[src/rtl/dmi_arbiter.sv]
// Purpose: arbitrates the single DMI port of the debug module between the JTAG DTM (m0)
//          and a secondary debug requester (m1); one transaction in flight at a time.
// Latency: request accepted in cycle T -> s_req_valid from T+1; DM response accepted in
//          cycle R -> mX_resp_valid from R+1; at least 4 cycles per transaction.
// Backpressure: s_req_* and mX_resp_* are held stable until their ready; the non-owner
//          master's request simply waits (no req_ready) until the arbiter is back in IDLE.
//
// Ports:
//   clk, rst          system clock, synchronous active-high reset
//   m0_req_* / m1_req_*   request channel from each master (valid/ready/addr/op/data)
//   m0_resp_* / m1_resp_* response channel to each master (valid/ready/data/resp)
//   s_req_* / s_resp_*    single DMI channel towards the debug module
//   grant_id          owner of the current transaction (0 = m0, 1 = m1)
//   busy              arbiter is not in IDLE
//   timeout_err       sticky timeout flag (only with DMI_ARB_TIMEOUT_EN)
//
// Optional feature macro: DMI_ARB_TIMEOUT_EN -- bounds the wait for a DM response to
// TIMEOUT_CYCLES cycles, returning resp = 2 (failed) and setting timeout_err.

module dmi_arbiter #(
    parameter int ABITS          = 7,
    parameter int TIMEOUT_CYCLES = 255
) (
    input  logic             clk,
    input  logic             rst,

    input  logic             m0_req_valid,
    output logic             m0_req_ready,
    input  logic [ABITS-1:0] m0_req_addr,
    input  logic [1:0]       m0_req_op,
    input  logic [31:0]      m0_req_data,
    output logic             m0_resp_valid,
    input  logic             m0_resp_ready,
    output logic [31:0]      m0_resp_data,
    output logic [1:0]       m0_resp_resp,

    input  logic             m1_req_valid,
    output logic             m1_req_ready,
    input  logic [ABITS-1:0] m1_req_addr,
    input  logic [1:0]       m1_req_op,
    input  logic [31:0]      m1_req_data,
    output logic             m1_resp_valid,
    input  logic             m1_resp_ready,
    output logic [31:0]      m1_resp_data,
    output logic [1:0]       m1_resp_resp,

    output logic             s_req_valid,
    input  logic             s_req_ready,
    output logic [ABITS-1:0] s_req_addr,
    output logic [1:0]       s_req_op,
    output logic [31:0]      s_req_data,
    input  logic             s_resp_valid,
    output logic             s_resp_ready,
    input  logic [31:0]      s_resp_data,
    input  logic [1:0]       s_resp_resp,

    output logic             grant_id,
    output logic             busy
`ifdef DMI_ARB_TIMEOUT_EN
    ,
    output logic             timeout_err
`endif
);

    typedef enum logic [1:0] {
        S_IDLE   = 2'd0,
        S_REQ    = 2'd1,
        S_RESP   = 2'd2,
        S_RETURN = 2'd3
    } state_t;

    state_t             state;
    logic               rr_ptr;     // master favoured when both request together
    logic               owner;      // registered grant, drives grant_id
    logic [ABITS-1:0]   req_addr;
    logic [1:0]         req_op;
    logic [31:0]        req_data;
    logic [31:0]        rsp_data;
    logic [1:0]         rsp_code;

    logic               live;       // handshake outputs are suppressed while rst is high
    logic               pick;       // master that would be granted this IDLE cycle
    logic               accept;     // request handshake in IDLE
    logic               owner_rdy;  // owner's resp_ready

    assign live = !rst;

    // Contention goes to rr_ptr; otherwise whichever master is requesting.
    assign pick   = (m0_req_valid && m1_req_valid) ? rr_ptr : m1_req_valid;
    assign accept = live && (state == S_IDLE) && (m0_req_valid || m1_req_valid);

    assign m0_req_ready = live && (state == S_IDLE) && m0_req_valid && !pick;
    assign m1_req_ready = live && (state == S_IDLE) && m1_req_valid &&  pick;

    assign s_req_valid = live && (state == S_REQ);
    assign s_req_addr  = req_addr;
    assign s_req_op    = req_op;
    assign s_req_data  = req_data;

`ifdef DMI_ARB_TIMEOUT_EN
    // Also ready in IDLE so a DM response arriving after a timeout is drained and dropped.
    assign s_resp_ready = live && ((state == S_RESP) || (state == S_IDLE));
`else
    assign s_resp_ready = live && (state == S_RESP);
`endif

    // Responses are only ever visible to the master that issued the request.
    assign m0_resp_valid = live && (state == S_RETURN) && (owner == 1'b0);
    assign m1_resp_valid = live && (state == S_RETURN) && (owner == 1'b1);
    assign m0_resp_data  = (owner == 1'b0) ? rsp_data : 32'h0;
    assign m0_resp_resp  = (owner == 1'b0) ? rsp_code : 2'd0;
    assign m1_resp_data  = (owner == 1'b1) ? rsp_data : 32'h0;
    assign m1_resp_resp  = (owner == 1'b1) ? rsp_code : 2'd0;

    assign owner_rdy = owner ? m1_resp_ready : m0_resp_ready;

    assign grant_id = owner;
    assign busy     = (state != S_IDLE);

`ifdef DMI_ARB_TIMEOUT_EN
    localparam int CNT_RAW = $clog2(TIMEOUT_CYCLES + 1);
    localparam int CNT_W   = (CNT_RAW < 8) ? 8 : ((CNT_RAW > 32) ? 32 : CNT_RAW);
    localparam logic [CNT_W-1:0] CNT_LAST = CNT_W'(TIMEOUT_CYCLES - 1);

    logic [CNT_W-1:0] wait_cnt;     // RESP cycles seen without a DM response
`else
    // Keeps the timeout parameter referenced when the feature is compiled out.
    logic unused_timeout;
    assign unused_timeout = ^TIMEOUT_CYCLES;
`endif

    always_ff @(posedge clk) begin
        if (rst) begin
            state    <= S_IDLE;
            rr_ptr   <= 1'b0;
            owner    <= 1'b0;
            req_addr <= '0;
            req_op   <= 2'd0;
            req_data <= 32'h0;
            rsp_data <= 32'h0;
            rsp_code <= 2'd0;
`ifdef DMI_ARB_TIMEOUT_EN
            wait_cnt    <= '0;
            timeout_err <= 1'b0;
`endif
        end else begin
            case (state)
                S_IDLE: begin
                    if (accept) begin
                        owner    <= pick;
                        req_addr <= pick ? m1_req_addr : m0_req_addr;
                        req_op   <= pick ? m1_req_op   : m0_req_op;
                        req_data <= pick ? m1_req_data : m0_req_data;
                        state    <= S_REQ;
                    end
                end
                S_REQ: begin
                    if (s_req_ready) begin
                        state <= S_RESP;
`ifdef DMI_ARB_TIMEOUT_EN
                        wait_cnt <= '0;
`endif
                    end
                end
                S_RESP: begin
                    if (s_resp_valid) begin
                        rsp_data <= s_resp_data;
                        rsp_code <= s_resp_resp;
                        state    <= S_RETURN;
                    end
`ifdef DMI_ARB_TIMEOUT_EN
                    // This cycle brings the count to TIMEOUT_CYCLES: give up.
                    else if (wait_cnt >= CNT_LAST) begin
                        rsp_data    <= 32'h0;
                        rsp_code    <= 2'd2;
                        timeout_err <= 1'b1;
                        state       <= S_RETURN;
                    end else begin
                        wait_cnt <= wait_cnt + 1'b1;
                    end
`endif
                end
                S_RETURN: begin
                    if (owner_rdy) begin
                        rr_ptr <= ~owner;
                        state  <= S_IDLE;
                    end
                end
                default: state <= S_IDLE;
            endcase
        end
    end

endmodule

[config.mk]
export PLATFORM = sky130hd
export DESIGN_NAME = dmi_arbiter
export DESIGN_NICKNAME = d
export VERILOG_FILES = /design/src/rtl/dmi_arbiter.sv
export SDC_FILE = /design/constraint.sdc
export NUM_CORES = 1
export LEC_CHECK = 0
export CAP_MARGIN = 20
export CORE_MARGIN = 2
export CORE_UTILIZATION = 41
export CTS_BUF_LIST = sky130_fd_sc_hd__clkbuf_2
export CTS_CLUSTER_SIZE = 30
export DETAILED_ROUTE_END_ITERATION = 12
export HOLD_SLACK_MARGIN = 0.12
export PLACE_DENSITY = 0.95
export REMOVE_ABC_BUFFERS = 1
export SLEW_MARGIN = 20
export SYNTH_ARGS = -nofsm -noshare
export SYNTH_HDL_FRONTEND = slang
export SYNTH_SLANG_ARGS = --single-unit
[constraint.sdc]
create_clock -name clk -period 3.5 [get_ports clk]
set_clock_uncertainty 0.2 [all_clocks]
set_input_delay 0.525 -clock clk [delete_from_list [all_inputs] [get_ports clk]]
set_output_delay 0.525 -clock clk [all_outputs]
set_load 0.005 [all_outputs]
==> summary.md <==
| Metric | Value |
|---|---|
| Die ar. | `9960 um^2` |
| Fin Setup TNS | `0 ns` |
| Slew @ Worst Pin | `0.706 ns` |
| Internal Power | `2.00 mW` |
| Synth warnings | `0` |
| Setup violators final | `0` |
| Pre-antenna DRT Iters | `4` |
| Worst-path clk slew | `0.19 ns` |
| Switching power | `0.947 mW` |
| Post_cts resized | `0` |
| H-tree Lvls | `3` |
| Vias in the first global route | `3,771` |
| Hold crit path type | `reg -> reg` |
| Routed vias | `3,934` |
| Status | `finished clean` |
| Grt ovf | `0` |
| Leak | `2.49 nW` |
| Setup repair after global routing missed its margin | `no` |
| Port bufs | `240` |
| Initial drt markers | `110` |
| Cells after Synth | `448` |
| Net Sw Frac | `32.2%` |
| Arr. time, crit path | `2.24 ns` |
| Peak supply drop | `0.000348 V` |
| Finished Cell Area | `6310 um^2` |
| Tcrit/Tclk final | `84.6%` |
| Core area | `8810 um^2` |
| # DRC | `0` |
| CP startpoint kind | `input port` |
| Drt via density | `5.06` |
| Largest area contributor in the netlist | `dfxtp_1` |
| Sequential cell fraction of total power | `42.2%` |
| Combinational power share | `40.0%` |
| GPL Wtd Cong | `0.821` |
| Max frequency | `338 MHz` |
| TritonCTS clock tree | `built` |
| Global-route wire length before repair | `18.2 mm` |
| CP Class | `in -> out` |
| Post-route ant nets | `0` |
| Post-Route Utilization | `71.7%` |
| Layout filler cell count | `593` |
| DP HPWL | `9.34 mm` |
| Slew Viols, Final | `0` |
| Number of synthesized flops with an enable pin | `0` |
| Routed wire length | `12.2 mm` |
| Area added between synthesis and finish | `67.8%` |
| Starting Density | `42.7%` |
| Total power | `2.94 mW` |
| Sequential fraction of the synthesis area | `42.0%` |
| Root buf cell | `clkbuf_2` |
| Layout cells sized above 1 | `3.58%` |
| Main synth FF type | `dfxtp_1` |
| PwrDens | `466 nW/um^2` |
| CTS Buf Count | `9` |
| Worst Hold Launch | `rsp_data[5]` |
| Antenna cell count | `0` |
| Nets | `794` |
| Area share of the largest cell type after synthesis | `42.0%` |
| Post-Syn Area | `3760 um^2` |
| # rows | `34` |
| Clock latency on the worst-skew pair | `0.50 ns` |
| Post-CTS setup buffer count | `0` |
| Max cap viols | `0` |
| Clock sinks | `79` |
| Crit path required time | `2.77 ns` |
| Clock share of power | `17.8%` |
| Pin count of the biggest net entering global routing | `84` |
| Die height | `99.8 um` |
| Seq cells post-synth | `79` |
| Setup crit start | `m0_req_valid` |
| CP max FO | `9` |
| Dpl cell area | `6190 um^2` |
| GRT Util Overall | `23.3%` |
| Clock Tree Buf Depth | `2` |
| Die X | `99.8 um` |
| Initial antenna violation count | `0` |
| Final min period | `2.96 ns` |
| Final Hold Viols | `0` |
| I/O pins | `241` |
| CTS Hold Bufs | `0` |
| Synth top area cells | `dfxtp_1, mux2i_1, nand3b_1` |
| Wire length per cell | `15.7 um` |
| Rel. slew slack | `52.9%` |
| Count of different cell masters after synthesis | `26` |
| Async SR Flop Fraction | `0%` |
| Mean area per synthesized cell | `8.40 um^2` |
| Crit. End Element | `primary output` |
| Reg-to-reg critical path startpoint | `state[0]` |
-- through the flow --
step	cells	setup slack [ns]	hold slack [ns]
final	778	0.539	0.276
after global placement	763	0.583	0.249
after detailed placement	763	0.543	0.254
after floorplan	410	-2.59	0.234
after global routing	778	0.363	0.288
after CTS	778	0.492	0.277
-- synthesized netlist by cell type (all sizes together) (4+ instances only) --
cell type / n
a21oi: 38
nor2: 5
o21ai: 44
buf: 11
clkbuf: 27
inv: 6
nand2: 70
dfxtp: 79
ha: 4
nand3b: 41
nor2b: 36
and2: 35
mux2i: 42
-- area by class of cell --
type	count	area [um^2]	share of cell area, %
Clock buffer	9	45.0	0.714
Clock inverter	6	76.3	1.21
Inverter	6	22.5	0.357
Multi-Input combinational cell	325	2020	31.9
Sequential cell	79	1580	25.1
Tap cell	108	135	2.14
Timing Repair Buffer	245	2430	38.6
-- kinds of logic (layout without fill, tap and decap cells) --
| logic type | after synthesis | in the layout | synth area share, % |
|---|---|---|---|
| buffers and inverters | 44 | 266 | 5.05 |
| AO/OA/AOI/OAI | 86 | 86 | 11.8 |
| flip-flops | 79 | 79 | 42.0 |
| adder cells (fa/ha/maj) | 4 | 4 | 1.33 |
| multiplexers | 42 | 42 | 11.2 |
| AND/OR/NAND/NOR | 193 | 193 | 28.6 |
-- flip-flops by register name (all words and copies together), names as in the netlist --
register / count
rsp_data: 32
s_req_data: 32
rsp_code: 2
s_req_op: 2
state: 2
rr_ptr: 1
s_req_addr: 7
grant_id: 1
-- worst paths after layout --
| kind | to | slack, ns | cells past startpoint |
|---|---|---|---|
| max reg2reg | s_req_data[1] | 1.27 | 7 |
| max | m0_req_ready | 0.54 | 5 |
| min | rsp_data[5] | 0.28 | 2 |
| min reg2reg | rsp_data[5] | 0.28 | 2 |
-- worst max-delay path, cell delays in order --
cell and delay, ns:
clkdlybuf4s50_1 0.58, inv_1 0.11, o21ai_4 0.32, and3_1 0.21
clkdlybuf4s50_1 0.49
-- power by group through the flow --
stage | clock, mW | combinational (mW) | sequential [mW]
CTS | 0.536 | 1.18 | 1.24
detailed placement | 0 | 1.17 | 1.26
floorplan | 0 | 0.444 | 1.27
finish | 0.524 | 1.18 | 1.24
global route | 0.572 | 1.26 | 1.26
global placement | 0 | 1.13 | 1.24
-- layer usage --
| metal | vias up | wire, um | GRT usage, % |
|---|---|---|---|
| met5 | - | 0 | 0 |
| met4 | 0 | 335 | 10.1 |
| met3 | 27 | 951 | 7.03 |
| met2 | 177 | 6420 | 44.2 |
| met1 | 1804 | 4490 | 23.4 |
| li1 | 1926 | - | - |
-- cells in the final DEF, fill, tap and decap left out --
cell type        instances
dfxtp_2                  1
nor2b_1                 36
clkdlybuf4s50_1        239
a211oi_1                 1
and3b_1                  1
nand2_2                  1
a21oi_1                 38
a2bb2oi_1                1
and3_1                   1
o21ai_4                  2
mux2i_1                 42
dfxtp_1                 78
a222oi_1                 1
bufinv_16                2
and2b_2                  1
a21o_2                   1
buf_2                    1
nand3_1                  1
inv_1                    6
clkinv_2                 1
ha_1                     4
clkinv_1                 3
clkbuf_2                 9
nor2_1                   5
and2_1                  35
buf_4                    5
nand2_1                 69
nor3b_1                  1
nand3b_1                41
o21ai_0                 42
nor3_1                   1
Note: power is estimated with default switching activity, not from simulation.
